### config.mk
export PLATFORM = sky130hd
export DESIGN_NAME = direction_tracker_flat
export DESIGN_NICKNAME = d
export VERILOG_FILES = /design/src/rtl/direction_tracker_if.sv /design/src/rtl/direction_tracker.sv /design/src/flat_wrapper.sv
export SDC_FILE = /design/constraint.sdc
export NUM_CORES = 1
export LEC_CHECK = 0
export ABC_AREA = 1
export CAP_MARGIN = 20
export CELL_PAD_IN_SITES_DETAIL_PLACEMENT = 1
export CELL_PAD_IN_SITES_GLOBAL_PLACEMENT = 1
export CORE_MARGIN = 4
export CORE_UTILIZATION = 46
export CTS_CLUSTER_SIZE = 25
export DETAILED_ROUTE_END_ITERATION = 7
export PLACE_DENSITY_LB_ADDON = 0.05
export SLEW_MARGIN = 40
export SYNTH_ARGS = -nofsm -noshare
export SYNTH_HDL_FRONTEND = slang
export SYNTH_SLANG_ARGS = --single-unit
### constraint.sdc
create_clock -name clk_in -period 6.3 [get_ports clk_in]
set_clock_uncertainty 0.2 [all_clocks]
set_input_delay 0.945 -clock clk_in [delete_from_list [all_inputs] [get_ports clk_in]]
set_output_delay 0.945 -clock clk_in [all_outputs]
set_load 0.01 [all_outputs]
### src/rtl/direction_tracker_if.sv
// Interface between the localiser/classifier front end and the direction tracker.
// Carries the per-frame estimate, the classifier hit and the confirmed heading outputs.
interface direction_tracker_if;
    logic        est_valid;
    logic [3:0]  est_bin;
    logic [15:0] est_mag;
    logic        cat_detect;
    logic [3:0]  bin;
    logic        recognised;
    logic [1:0]  state_out;

    modport master (
        output est_valid, est_bin, est_mag, cat_detect,
        input  bin, recognised, state_out
    );

    modport slave (
        input  est_valid, est_bin, est_mag, cat_detect,
        output bin, recognised, state_out
    );
endinterface

### src/rtl/direction_tracker.sv
// Confirms a stable direction-of-arrival heading during a keyword recognition window
// using magnitude gating, circular neighbour voting and hold/gap timers.
module direction_tracker #(
    parameter logic [15:0] MAG_THRESH     = 16'd1024,
    parameter int unsigned CONFIRM_COUNT  = 3,
    parameter int unsigned HOLD_CYCLES    = 98_304_000,
    parameter int unsigned TIMEOUT_CYCLES = 19_660_800
) (
    input logic             clk_in,
    input logic             rst_in,
    direction_tracker_if.slave bus
);

    localparam int unsigned CntW  = $clog2(CONFIRM_COUNT + 1);
    localparam int unsigned HoldW = $clog2(HOLD_CYCLES + 1);
    localparam int unsigned GapW  = $clog2(TIMEOUT_CYCLES + 1);

    localparam logic [CntW-1:0]  CntMax    = CntW'(CONFIRM_COUNT);
    localparam logic [HoldW-1:0] HoldLoad  = HoldW'(HOLD_CYCLES);
    localparam logic [GapW-1:0]  GapMax    = GapW'(TIMEOUT_CYCLES);
    localparam logic [GapW-1:0]  GapLast   = GapW'(TIMEOUT_CYCLES - 1);

    typedef enum logic [1:0] {
        StIdle    = 2'b00,
        StAcquire = 2'b01,
        StTrack   = 2'b10
    } state_e;

    state_e           state_q, state_d;
    logic [3:0]       cand_q, cand_d;
    logic [CntW-1:0]  count_q, count_d;
    logic [HoldW-1:0] hold_q, hold_d;
    logic [GapW-1:0]  gap_q, gap_d;
    logic [3:0]       bin_q, bin_d;
    logic             rec_q, rec_d;

    logic             qual;
    logic [3:0]       diff;
    logic             nbr;
    logic [CntW-1:0]  vote_cnt;
    logic             hold_exp;
    logic             gap_exp;

    always_comb begin
        qual = bus.est_valid && (bus.est_mag >= MAG_THRESH);
        diff = bus.est_bin - cand_q;
        nbr  = (diff == 4'd0) || (diff == 4'd1) || (diff == 4'd15);
        if ((count_q == '0) || nbr) begin
            vote_cnt = (count_q < CntMax) ? count_q + CntW'(1) : CntMax;
        end else begin
            vote_cnt = CntW'(1);
        end
    end

    always_comb begin
        state_d  = state_q;
        cand_d   = cand_q;
        count_d  = count_q;
        hold_d   = hold_q;
        gap_d    = gap_q;
        bin_d    = bin_q;
        hold_exp = 1'b0;
        gap_exp  = 1'b0;

        unique case (state_q)
            StIdle: begin
                if (bus.cat_detect) begin
                    state_d = StAcquire;
                    hold_d  = HoldLoad;
                    gap_d   = '0;
                    count_d = '0;
                end
            end
            StAcquire, StTrack: begin
                hold_d = (hold_q != '0) ? hold_q - HoldW'(1) : '0;
                gap_d  = (gap_q < GapMax) ? gap_q + GapW'(1) : gap_q;
                if (bus.cat_detect) begin
                    hold_d = HoldLoad;
                end
                if (qual) begin
                    cand_d  = bus.est_bin;
                    count_d = vote_cnt;
                    gap_d   = '0;
                    if (vote_cnt == CntMax) begin
                        bin_d   = bus.est_bin;
                        state_d = StTrack;
                    end
                end
                // Reload beats hold expiry; a qualifying estimate beats gap timeout.
                hold_exp = !bus.cat_detect && (hold_q <= HoldW'(1));
                gap_exp  = !qual && (gap_q >= GapLast);
                if (hold_exp || gap_exp) begin
                    state_d = StIdle;
                    count_d = '0;
                    bin_d   = bin_q;
                    hold_d  = '0;
                    gap_d   = '0;
                end
            end
            default: state_d = StIdle;
        endcase

        rec_d = (state_d == StTrack);
    end

    always_ff @(posedge clk_in or negedge rst_in) begin
        if (!rst_in) begin
            state_q <= StIdle;
            cand_q  <= '0;
            count_q <= '0;
            hold_q  <= '0;
            gap_q   <= '0;
            bin_q   <= '0;
            rec_q   <= 1'b0;
        end else begin
            state_q <= state_d;
            cand_q  <= cand_d;
            count_q <= count_d;
            hold_q  <= hold_d;
            gap_q   <= gap_d;
            bin_q   <= bin_d;
            rec_q   <= rec_d;
        end
    end

    assign bus.bin        = bin_q;
    assign bus.recognised = rec_q;
    assign bus.state_out  = state_q;

endmodule

### src/flat_wrapper.sv
// flat-port wrapper written by rule: the top's interface ports become plain ports
module direction_tracker_flat 
#(
    parameter logic [15:0] MAG_THRESH     = 16'd1024,
    parameter int unsigned CONFIRM_COUNT  = 3,
    parameter int unsigned HOLD_CYCLES    = 98_304_000,
    parameter int unsigned TIMEOUT_CYCLES = 19_660_800
)
  (clk_in, rst_in, bus_est_valid, bus_est_bin, bus_est_mag, bus_cat_detect, bus_bin, bus_recognised, bus_state_out);
  direction_tracker_if bus_i ();
  input logic clk_in;
  input logic rst_in;
  input wire logic [$bits(bus_i.est_valid)-1:0] bus_est_valid;
  input wire logic [$bits(bus_i.est_bin)-1:0] bus_est_bin;
  input wire logic [$bits(bus_i.est_mag)-1:0] bus_est_mag;
  input wire logic [$bits(bus_i.cat_detect)-1:0] bus_cat_detect;
  output wire logic [$bits(bus_i.bin)-1:0] bus_bin;
  output wire logic [$bits(bus_i.recognised)-1:0] bus_recognised;
  output wire logic [$bits(bus_i.state_out)-1:0] bus_state_out;
  assign bus_i.est_valid = bus_est_valid;
  assign bus_i.est_bin = bus_est_bin;
  assign bus_i.est_mag = bus_est_mag;
  assign bus_i.cat_detect = bus_cat_detect;
  assign bus_bin = bus_i.bin;
  assign bus_recognised = bus_i.recognised;
  assign bus_state_out = bus_i.state_out;
  direction_tracker #(.MAG_THRESH(MAG_THRESH), .CONFIRM_COUNT(CONFIRM_COUNT), .HOLD_CYCLES(HOLD_CYCLES), .TIMEOUT_CYCLES(TIMEOUT_CYCLES)) u_core (.clk_in(clk_in), .rst_in(rst_in), .bus(bus_i));
endmodule
## Word level (Yosys, flattened, before mapping)

Index checks and enable logic that the tools add are counted.

| storage, ports and cells | value |
|---|---|
| word-level logic and storage cells | 67 |
| input port bits | 24 |
| bits in registers | 65 |

| cells by class | value |
|---|---|
| mux-type cells | 21 |
| reductions and logical operators | 20 |
| equal/unequal tests | 9 |
| add/sub/neg operators | 4 |
| order comparisons | 5 |
| bitwise gates (word level) | 1 |

Operators with widths:

| cell | number |
|---|---|
| $mux 27 | 4 |
| $mux 25 | 4 |
| $pmux 27 s2 | 1 |
| $pmux 25 s2 | 1 |
| $le 27x1->1 const B | 1 |
| $reduce_bool 27->1 | 1 |
| $sub 27x1->27 const B | 1 |
| $add 25x1->25 const B | 1 |
| $ge 25x25->1 const B | 1 |
| $lt 25x25->1 const B | 1 |
| $mux 2 | 9 |
| $ge 16x11->1 const B | 1 |
| $pmux 2 s2 | 2 |
| $eq 2x2->1 const B | 3 |
| $reduce_and 3->1 | 2 |
| $eq 4x1->1 const B | 1 |
| $eq 4x4->1 const B | 1 |
| $logic_not 2->1 | 2 |
| $logic_not 4->1 | 1 |
| $logic_or 1x1->1 | 4 |
| $ne 4x1->1 const B | 1 |
| $reduce_and 2->1 | 2 |
| $reduce_and 4->1 | 1 |
| $sub 4x4->4 | 1 |
| 10 further kinds | 13 |

## Depth between registers and ports, before layout

Gate-level depths: netlist (run 1).

| logic depth | value |
|---|---|
| depth in word-level cells | 12 |
| gate-level depth with buffers | 16 |

## Worst setup path before layout (run 1)

Ideal clock, no wire load.

| path | value |
|---|---|
| path type | input -> register |
| start point | in bus_est_bin[0] |
| end point | reg u_core.bin_q[0], in the netlist u_core.bus.bin[0] |
| arrival | 2.672 ns |
| path slack | 3.350 ns |
| buffers on the path | 0 |
| cell stages on the path | 11 |
| required time | 6.023 ns |
| cells stage by stage | inv_1 > ha_1 > fa_1 > or2_2 > nor2_1 > nand3_1 > nand3_1 > nand2_1 > nor2_2 > nor2_1 > a21oi_1 |

| on the way | value |
|---|---|
| cells in the longest elaborated chain, start to end | 8 |
| elaborated cells on any way between the ends | 10 |
| those cells by class | add/sub: 1; eq/ne: 3; mux: 1; reduce/logical: 5 |

Ends and longest elaborated chain:

| item | line | RTL |
|---|---|---|
| start: declaration | flat_wrapper.sv:14 | `input wire logic [$bits(bus_i.est_bin)-1:0] bus_est_bin;` |
| $sub 4x4->4 | direction_tracker.sv:46 | `diff = bus.est_bin - cand_q;` |
| $eq 4x1->1 or $logic_not 4->1 (tied branches) | direction_tracker.sv:47 | `nbr = (diff == 4'd0) \|\| (diff == 4'd1) \|\| (diff == 4'd15);` |
| $logic_or 1x1->1 (2 in series) | direction_tracker.sv:47 |  |
| $logic_or 1x1->1 | direction_tracker.sv:48 | `if ((count_q == '0) \|\| nbr) begin` |
| $mux 2 | direction_tracker.sv:48 |  |
| $eq 2x2->1 | direction_tracker.sv:84 | `if (vote_cnt == CntMax) begin` |
| $reduce_and 4->1 (no source line) | n/a |  |
| end signal: assignment | direction_tracker.sv:121 | `bin_q <= bin_d;` |
| end: declaration | direction_tracker.sv:34 | `logic [3:0] bin_q, bin_d;` |

Parallel ways exist; a longest one is shown, timed or not.
A chain may end at the register's enable or synchronous reset.

## Worst setup path after layout (run 1)

Same ends and word-level chain as after synthesis.

==> run summary, run 1 <==
From synthesis to final layout, the design area changed by 11.77%. The worst hold path begins at u_core.cand_q[2]. Post-CTS repair changed the size of 0 cells. The initial antenna violation count is 0. The clock network power share is 19.6%.

For this block, wires on met1 add up to 4639 um. Entering global routing, the biggest net connects 66 pins. Summed over all layers, the global routing overflow is 0. After clock tree synthesis, the flow added hold-fix buffers numbering 0. The floorplan step defined a die boundary enclosing 0.01037 sq mm. The via count normalized by instance count is 5.321. Yosys attributes the largest share of cell area to sky130_fd_sc_hd__dfrtp_1, sky130_fd_sc_hd__nand2_1, sky130_fd_sc_hd__nor2_1, sky130_fd_sc_hd__xor2_1, sky130_fd_sc_hd__inv_1. Net switching is 46.24% of the power. In this run the register-to-register setup slack is 3.38 ns. The cell area that synthesis handed to floorplanning was 0.004050 sq mm. Routability-driven placement finished with a final weighted congestion of 0.8319.

For this design the static power due to leakage is 2.142 nW. The internal power of the cells totals 0.9453 mW. For the pin with the worst max-slew slack, the measured transition is 0.6316 ns. The mean instance size in the synthesized netlist is 7.245 sq um. TritonCTS built the clock tree. The worst path uses 52.91% of the clock period. For the hold violation total from the final report, the log shows 0.

The total wire length was 10670 um. After synthesis, the most frequently instantiated cells are sky130_fd_sc_hd__nand2_1, sky130_fd_sc_hd__nor2_1, sky130_fd_sc_hd__dfrtp_1. In the synthesized netlist the dominant register cell turns out to be sky130_fd_sc_hd__dfrtp_1.

The clock period minus worst slack was 3.333 ns; the clock net sink count was 65. Among all cell types in the netlist, the one instantiated most often is sky130_fd_sc_hd__nand2_1. Data on the critical path arrives at its endpoint at 3.40 ns. The worst reg2reg path startpoint is u_core.bus.state_out[0]. Combinational cells account for 49.3% of the total power. Terminating pin of the worst hold path: u_core.cand_q[2].

The highest layer touched by signal routing is met4. For the total net switching power, the log shows 0.8129 mW. Number of global-route vias before repair: 4049. The setup path with the least slack is of type input pin to flop. The count of nets left with antenna violations once routing finished came out at 0. In the routed design, unresolved DRC markers number 0. The H-tree generated during clock tree synthesis spans 3 levels.

For this run, the top clock speed supported by timing is 300.0 MHz. Dividing total power by cell area gives a power density of 388.4 mW/mm^2. The number of stages on the worst hold path works out to 2. The logs give 0.001627 sq mm for the footprint of the flip-flops and latches and 0.008382 sq mm for the core box area.

The share of Yosys cell area claimed by the top area cell type works out to 40.16%. The total CTS buffers is 9. The run gives 3693 as the via count. From bottom edge to top edge, the die measures 101.8 um. The run finished with clean final reports.

The multi-input combinational cells in the finished layout cover a total of 0.002092 sq mm. After the last flow step, the layout net total stands at 618. The tools report the sequential power share as 31.1%.

Max-cap violations in this run came to 0. For this run, the number of Yosys warnings is 0. Number of diodes added for antenna fixing: 0. Setup repair after global routing left no endpoint under its margin. The starting utilization of the core area is 48.32%. The run gives 4 as the number of search-and-repair iterations in the first detailed-routing pass.

The tree is rooted in a sky130_fd_sc_hd__clkbuf_8. Setup violations remaining at the end of the flow were counted as 0. The share of post-route cells with drive strength above 1 is 7.810%. The worst supply voltage drop on vdd came out at 0.0001695 V. The count of flip-flops with a built-in enable after synthesis works out to 0. For the required arrival time at the worst endpoint, the log shows 6.36 ns. In this run the critical register-to-register path is captured at u_core.hold_q[8]. STA classifies the critical path startpoint as an input pin. Measured along the x axis, the die boundary spans 101.8 um. The length of routed met3 wiring was 178 um. The post-layout worst setup margin is 2.967 ns, and the critical-path maximum fanout is 8. Synthesis handed over a netlist of 559 instances. The logs give 33 for the placement row count and 0 ns for the total negative setup slack. After filler insertion, the fill cell instance count of the layout stands at 1105.

The logic depth of the worst register-to-register path was 8. Hold timing on the final database bottoms out at a slack of 0.3010 ns. The min-delay analysis places its worst path in the category flop to flop. The clock-pin transition on the worst setup and hold timing paths is 0.08 ns, and the share of async-settable or async-resettable flops after synthesis is 100.0%. Headroom to the max-slew limit came out at 57.90%.

The tools report the met2 wirelength from detailed routing as 5700 um. Synthesis produced a netlist with a net count of 592. The violation count after the first detailed-routing iteration was 77. The sequential share of the synthesized area is 40.16%, and the sum of net half-perimeters after detailed placement is 7790 um.

In this run the post-CTS setup repair buffer count came out at 0. The post-synthesis cell type with the largest combined area is sky130_fd_sc_hd__dfrtp_1. The tools report the count of final max-slew check failures as 0.

The run gives 32 as the count of distinct cell types in the synthesized netlist. The worst setup path is captured at a flop. The number of top-level pins was 31; the overall global routing resource usage was 22.68%. Timing analysis after detailed placement gives a worst setup slack of 2.590 ns. Input and output buffers added on the ports amount to 20.

The clock passes through at most 2 buffers. The average wire per standard cell works out to 15.37 um. The clock network latency to the later pin of the worst-skew pair was 0.34 ns; the total of flip-flops plus latches after synthesis was 65.

The first-pass GRT wire length came out at 18730 um.
-- cells in the final DEF (no fill, tap or decap), types with 2 or more instances in the layout --
master and instances:
sky130_fd_sc_hd__nand3_1 39, sky130_fd_sc_hd__nand2_1 139, sky130_fd_sc_hd__nor4_1 3, sky130_fd_sc_hd__nor2_2 4
sky130_fd_sc_hd__o21ai_0 32, sky130_fd_sc_hd__ha_1 8, sky130_fd_sc_hd__clkdlybuf4s50_1 19, sky130_fd_sc_hd__xor2_1 29
sky130_fd_sc_hd__nor2_4 2, sky130_fd_sc_hd__inv_1 57, sky130_fd_sc_hd__nand2_4 2, sky130_fd_sc_hd__a22oi_1 7
sky130_fd_sc_hd__nor2_1 91, sky130_fd_sc_hd__dfrtp_1 65, sky130_fd_sc_hd__nand3b_1 4, sky130_fd_sc_hd__clkinv_2 3
sky130_fd_sc_hd__or2_2 2, sky130_fd_sc_hd__nand4_1 14, sky130_fd_sc_hd__xnor2_1 7, sky130_fd_sc_hd__o21bai_1 2
sky130_fd_sc_hd__nor3_1 14, sky130_fd_sc_hd__clkbuf_8 9, sky130_fd_sc_hd__clkbuf_1 2, sky130_fd_sc_hd__inv_4 2
sky130_fd_sc_hd__inv_2 15, sky130_fd_sc_hd__a21oi_1 7
-- per-layer routing --
metal | track usage, % | up-vias
li1 | - | 1824
met1 | 26.23 | 1827
met2 | 42.86 | 28
met3 | 3.208 | 14
met4 | 7.467 | 0
met5 | 0 | -
-- flip-flops by register name (all words and copies together) (netlist names) --
signal	cells
u_core.cand_q	4
u_core.count_q	2
u_core.hold_q	27
u_core.bus.bin	4
u_core.bus.state_out	2
u_core.gap_q	25
u_core.bus.recognised	1
-- power groups by stage --
stage	combinational, mW	sequential, mW	clock, mW
5_1_grt	0.984	0.555	0.373
3_3_place_gp	0.834	0.548	0
6_report	0.867	0.547	0.344
3_5_place_dp	0.869	0.555	0
4_1_cts	0.880	0.547	0.351
2_1_floorplan	0.629	0.550	0
-- cells by family after synthesis --
kind of cell / after synthesis / share of synthesized area [%]
simple gates: 316 / 33.86
buf+inv: 82 / 8.186
flops: 65 / 40.16
compound gates: 51 / 7.043
xor+xnor: 36 / 7.785
fa+ha+maj: 9 / 2.966
-- stage by stage --
stage                     util, %  std cells  instance area, sq um  total power [mW]
after global routing        54.01        694                  4527             1.912
final                       54.01        694                  4527             1.758
after CTS                   54.01        694                  4527             1.778
after floorplan                 -        559                  4050             1.179
after detailed placement    51.90        679                  4350             1.424
after global placement      51.86        679                  4347             1.382
-- final cells by class --
class,instances,share of cell area [%]
multi-input cells,412,46.21
inverters,75,6.329
repair buffers,22,4.726
well taps,105,2.902
clock inverters,4,0.9950
clock buffers,11,2.902
flip-flops and latches,65,35.93
-- critical path: stages --
cell                              delay [ns]
sky130_fd_sc_hd__clkdlybuf4s50_1        0.45
sky130_fd_sc_hd__inv_1                  0.06
sky130_fd_sc_hd__ha_1                   0.22
sky130_fd_sc_hd__fa_1                   0.46
sky130_fd_sc_hd__or2_2                  0.31
sky130_fd_sc_hd__nor2_1                 0.10
sky130_fd_sc_hd__nand3_1                0.08
sky130_fd_sc_hd__nand3_1                0.14
sky130_fd_sc_hd__nand2_1                0.13
sky130_fd_sc_hd__nor2_2                 0.29
sky130_fd_sc_hd__nor2_1                 0.07
sky130_fd_sc_hd__a21oi_1                0.14
-- worst max path at each step --
| stage | depth (start not counted) | start | end |
|---|---|---|---|
| floorplan | 11 | bus_est_bin[0] | u_core.bus.bin[0] |
| global placement | 12 | bus_est_bin[0] | u_core.bus.bin[1] |
| detailed placement | 12 | bus_est_bin[0] | u_core.bus.bin[0] |
| CTS | 12 | bus_est_bin[0] | u_core.bus.bin[0] |
| global route | 12 | bus_est_bin[0] | u_core.bus.bin[0] |
| finish | 12 | bus_est_bin[0] | u_core.bus.bin[0] |
Note: power is estimated with default switching activity, not from simulation.
==> run 2: changes to the inputs <==
- CORE_UTILIZATION: 46 -> 39
- clock period: 6.3 -> 3.01 ns (I/O delays scaled with it)
==> run 2 against run 1 <==
Non-clock buffer count rose by 5; largest power group unchanged; routed wire length fell by 3.7%; total power rose by 110%; global-route usage fell by 3.8 points; via count fell by 1.4%; the run now ends with hold timing left; first-iteration DRC count rose by 39%; critical path type unchanged; die area rose by 16%; setup slack got worse by 2.7 ns; final cell count rose by 4.5%.
==> run summary, run 2 (same netlist as run 1, synthesis figures left out) <==
The peak clock frequency supported by timing is 368.4 MHz, and the clock period minus worst slack is 2.714 ns. TritonCTS built the clock tree. The run gives 0.2957 ns (-2.671 ns) as the post-layout worst setup margin. The total negative setup slack is 0 ns (unchanged). The violation count after the first detailed-routing iteration is 107 (+39%), and the relative area change from synthesis to final layout is 13.38%. Leaving out fill and tap cells, the most frequent cells in the layout are sky130_fd_sc_hd__nand2_1, sky130_fd_sc_hd__nor2_1, sky130_fd_sc_hd__dfrtp_1, sky130_fd_sc_hd__inv_1, sky130_fd_sc_hd__nand3_1. The footprint of the flip-flops and latches is 0.001627 sq mm (unchanged).

The y dimension of the die was 109.9 um (+7.9%); the last weighted congestion value of the routability-driven placer was 0.7882 (-5.3%). u_core.hold_q holds more flip-flops than any other register. The logs give -0.002884 ns (-0.3039 ns) for the worst hold-check slack and 36 (+9.1%) for the placement row count. DRC violations left: 0 (unchanged).

The overall global routing resource usage was 18.85% (-3.8 points). The logs give -0.1004 ns (-2.690 ns) for the setup slack at placement and 4 (unchanged) for the number of search-and-repair iterations in the first detailed-routing pass. The slew at the pin closest to its max-slew limit was 0.6216 ns (-0.009975 ns); the total CTS buffers was 9 (unchanged).

The average wire per standard cell came out at 14.18 um (-7.8%). The tools report the number of diodes added for antenna fixing as 0 (unchanged). Static power due to leakage: 2.161 nW (+0.89%). The full die area is 0.01208 sq mm (+16%), and the sum of net half-perimeters after detailed placement is 7595 um (-2.5%). The run finished, with violations left. The max-cap violation count came out at 0 (unchanged). The required arrival time at the worst endpoint was 3.09 ns (-3.27 ns); the first-pass GRT wire length was 17870 um (-4.6%). The total power of the final layout is 3.658 mW (+110%), and the clock-pin transition on the worst setup and hold timing paths is 0.07 ns (about the same). The hold violation total from the final report is 3 (+3). The endpoint kind of the worst setup timing path was a flop. The share of post-route cells with drive strength above 1 works out to 8.446% (+0.64 points). The flip-flop count of the largest register after layout was 27 (unchanged). The worst-case clock buffer depth was 2 (unchanged). Number of post-CTS setup repair buffers: 0 (unchanged). The clock net sink count was 65 (unchanged); the count of input and output buffers was 20 (unchanged). The critical path is of the input pin to flop type. Number of global-route vias before repair: 3869 (-4.4%).

The path class of the lowest-slack min-delay path was input pin to asynchronous set/reset pin. The initial antenna violation count is 0 (unchanged), and the headroom to the max-slew limit is 58.56% (+0.66 points). The total of cells resized after clock tree synthesis is 0 (unchanged). The final reports fail on hold timing. The instance area at placement was 0.004423 sq mm (+1.7%); the number of top-level pins was 31 (unchanged).

The run gives 3643 (-1.4%) as the via count. The count of placed standard cells including taps came out at 712 (+4.9%). The largest registers in the layout are u_core.hold_q (27), u_core.gap_q (25). The horizontal die dimension was 109.9 um (+7.9%); the area of the multi-input gates was 0.002092 sq mm (unchanged). The total wire length was 10280 um (-3.7%).

The tree is rooted in a sky130_fd_sc_hd__clkbuf_8. The tools report the clock network latency to the later pin of the worst-skew pair as 0.35 ns (about the same). The overflow left after global routing was 0 (unchanged); the number of setup violations in the final report was 0 (unchanged).

Setup repair after global routing left no endpoint under its margin. The logs give 0.0003401 V (+100%) for the worst supply voltage drop on vdd and 0 (unchanged) for the number of nets with antenna violations after detailed routing. The starting utilization of the core area is 40.69% (-7.6 points). The largest net degree at the start of global routing was 66 (unchanged); the core box area was 0.009955 sq mm (+19%).

Number of hold buffers added after cts: 0 (unchanged). The via count normalized by instance count is 5.025 (-5.6%), and the summed area of non-filler cells in the final layout is 0.004592 sq mm (+1.4%). The fraction of the core area covered by cells at the end of the flow was 46.13% (-7.9 points). The tools report the count of final max-slew check failures as 0 (unchanged). For the number of filler instances in the final layout, the log shows 1293 (+17%). The arrival time of the worst setup path is 2.79 ns (-0.61 ns), and the critical-path maximum fanout is 8 (unchanged). The number of levels the H-tree was split into was 3 (unchanged); the number of nets in the layout was 623 (+0.81%). STA classifies the critical path startpoint as an input pin. The power density normalized to cell area was 796.6 mW/mm^2 (+110%); the filler-free cell count of the finished design was 725 (+4.5%). The worst path uses 90.17% of the clock period. The library cell used most frequently in the layout, excluding fill and tap cells, is sky130_fd_sc_hd__nand2_1.
[run 2: cell count changes in the layout (fill, tap and decap cells not counted), sizes merged]
cell | previous run | this run
buf | 3 | 8
bufinv | 1 | 0
clkbuf | 11 | 13
clkinv | 4 | 1
[run 2: layout make-up]
cell class | count | share of cell area [%]
inverter | 75 | 6.240
timing repair buffer | 27 | 5.477
tap | 133 | 3.624
sequential | 65 | 35.42
multi-input combinational | 412 | 45.56
clock buffer | 13 | 3.678
[run 2: worst paths after layout]
check | slack (ns) | to | cells after the start | from
min | -0.003 | u_core.hold_q[15] | 2 | rst_in
min reg2reg | 0.31 | u_core.cand_q[0] | 2 | u_core.cand_q[0]
max reg2reg | 0.50 | u_core.hold_q[12] | 12 | u_core.gap_q[0]
max | 0.30 | u_core.bus.bin[0] | 13 | bus_est_bin[0]
max in group asynchronous | 2.18 | u_core.gap_q[4] | 2 | rst_in
min in group clk_in | 0.31 | u_core.cand_q[0] | 2 | u_core.cand_q[0]
[run 2: worst max-delay path: stages]
cell and delay, ns:
sky130_fd_sc_hd__clkdlybuf4s50_1 0.46, sky130_fd_sc_hd__inv_1 0.07, sky130_fd_sc_hd__ha_1 0.23, sky130_fd_sc_hd__fa_1 0.44
sky130_fd_sc_hd__or2_2 0.30, sky130_fd_sc_hd__nor2_1 0.10, sky130_fd_sc_hd__nand3_1 0.08, sky130_fd_sc_hd__nand3_1 0.10
sky130_fd_sc_hd__nand2_1 0.12, sky130_fd_sc_hd__nor2_2 0.12, sky130_fd_sc_hd__buf_4 0.15, sky130_fd_sc_hd__nor2_1 0.04
sky130_fd_sc_hd__a21oi_1 0.11
[run 2: layer usage]
layer / global-route usage [%] / routed length [um] / vias to the layer above
met5: 0 / 0 / -
met4: 7.747 / 200 / 0
met3: 2.290 / 162 / 13
met2: 34.32 / 5266 / 28
met1: 22.23 / 4649 / 1769
li1: - / - / 1833
[run 2: where the power goes]
group	internal, mW	switching (mW)	total (mW)
combinational	0.613	1.22	1.83
sequential	1.03	0.111	1.14
clock	0.354	0.329	0.683
total	2.00	1.66	3.66
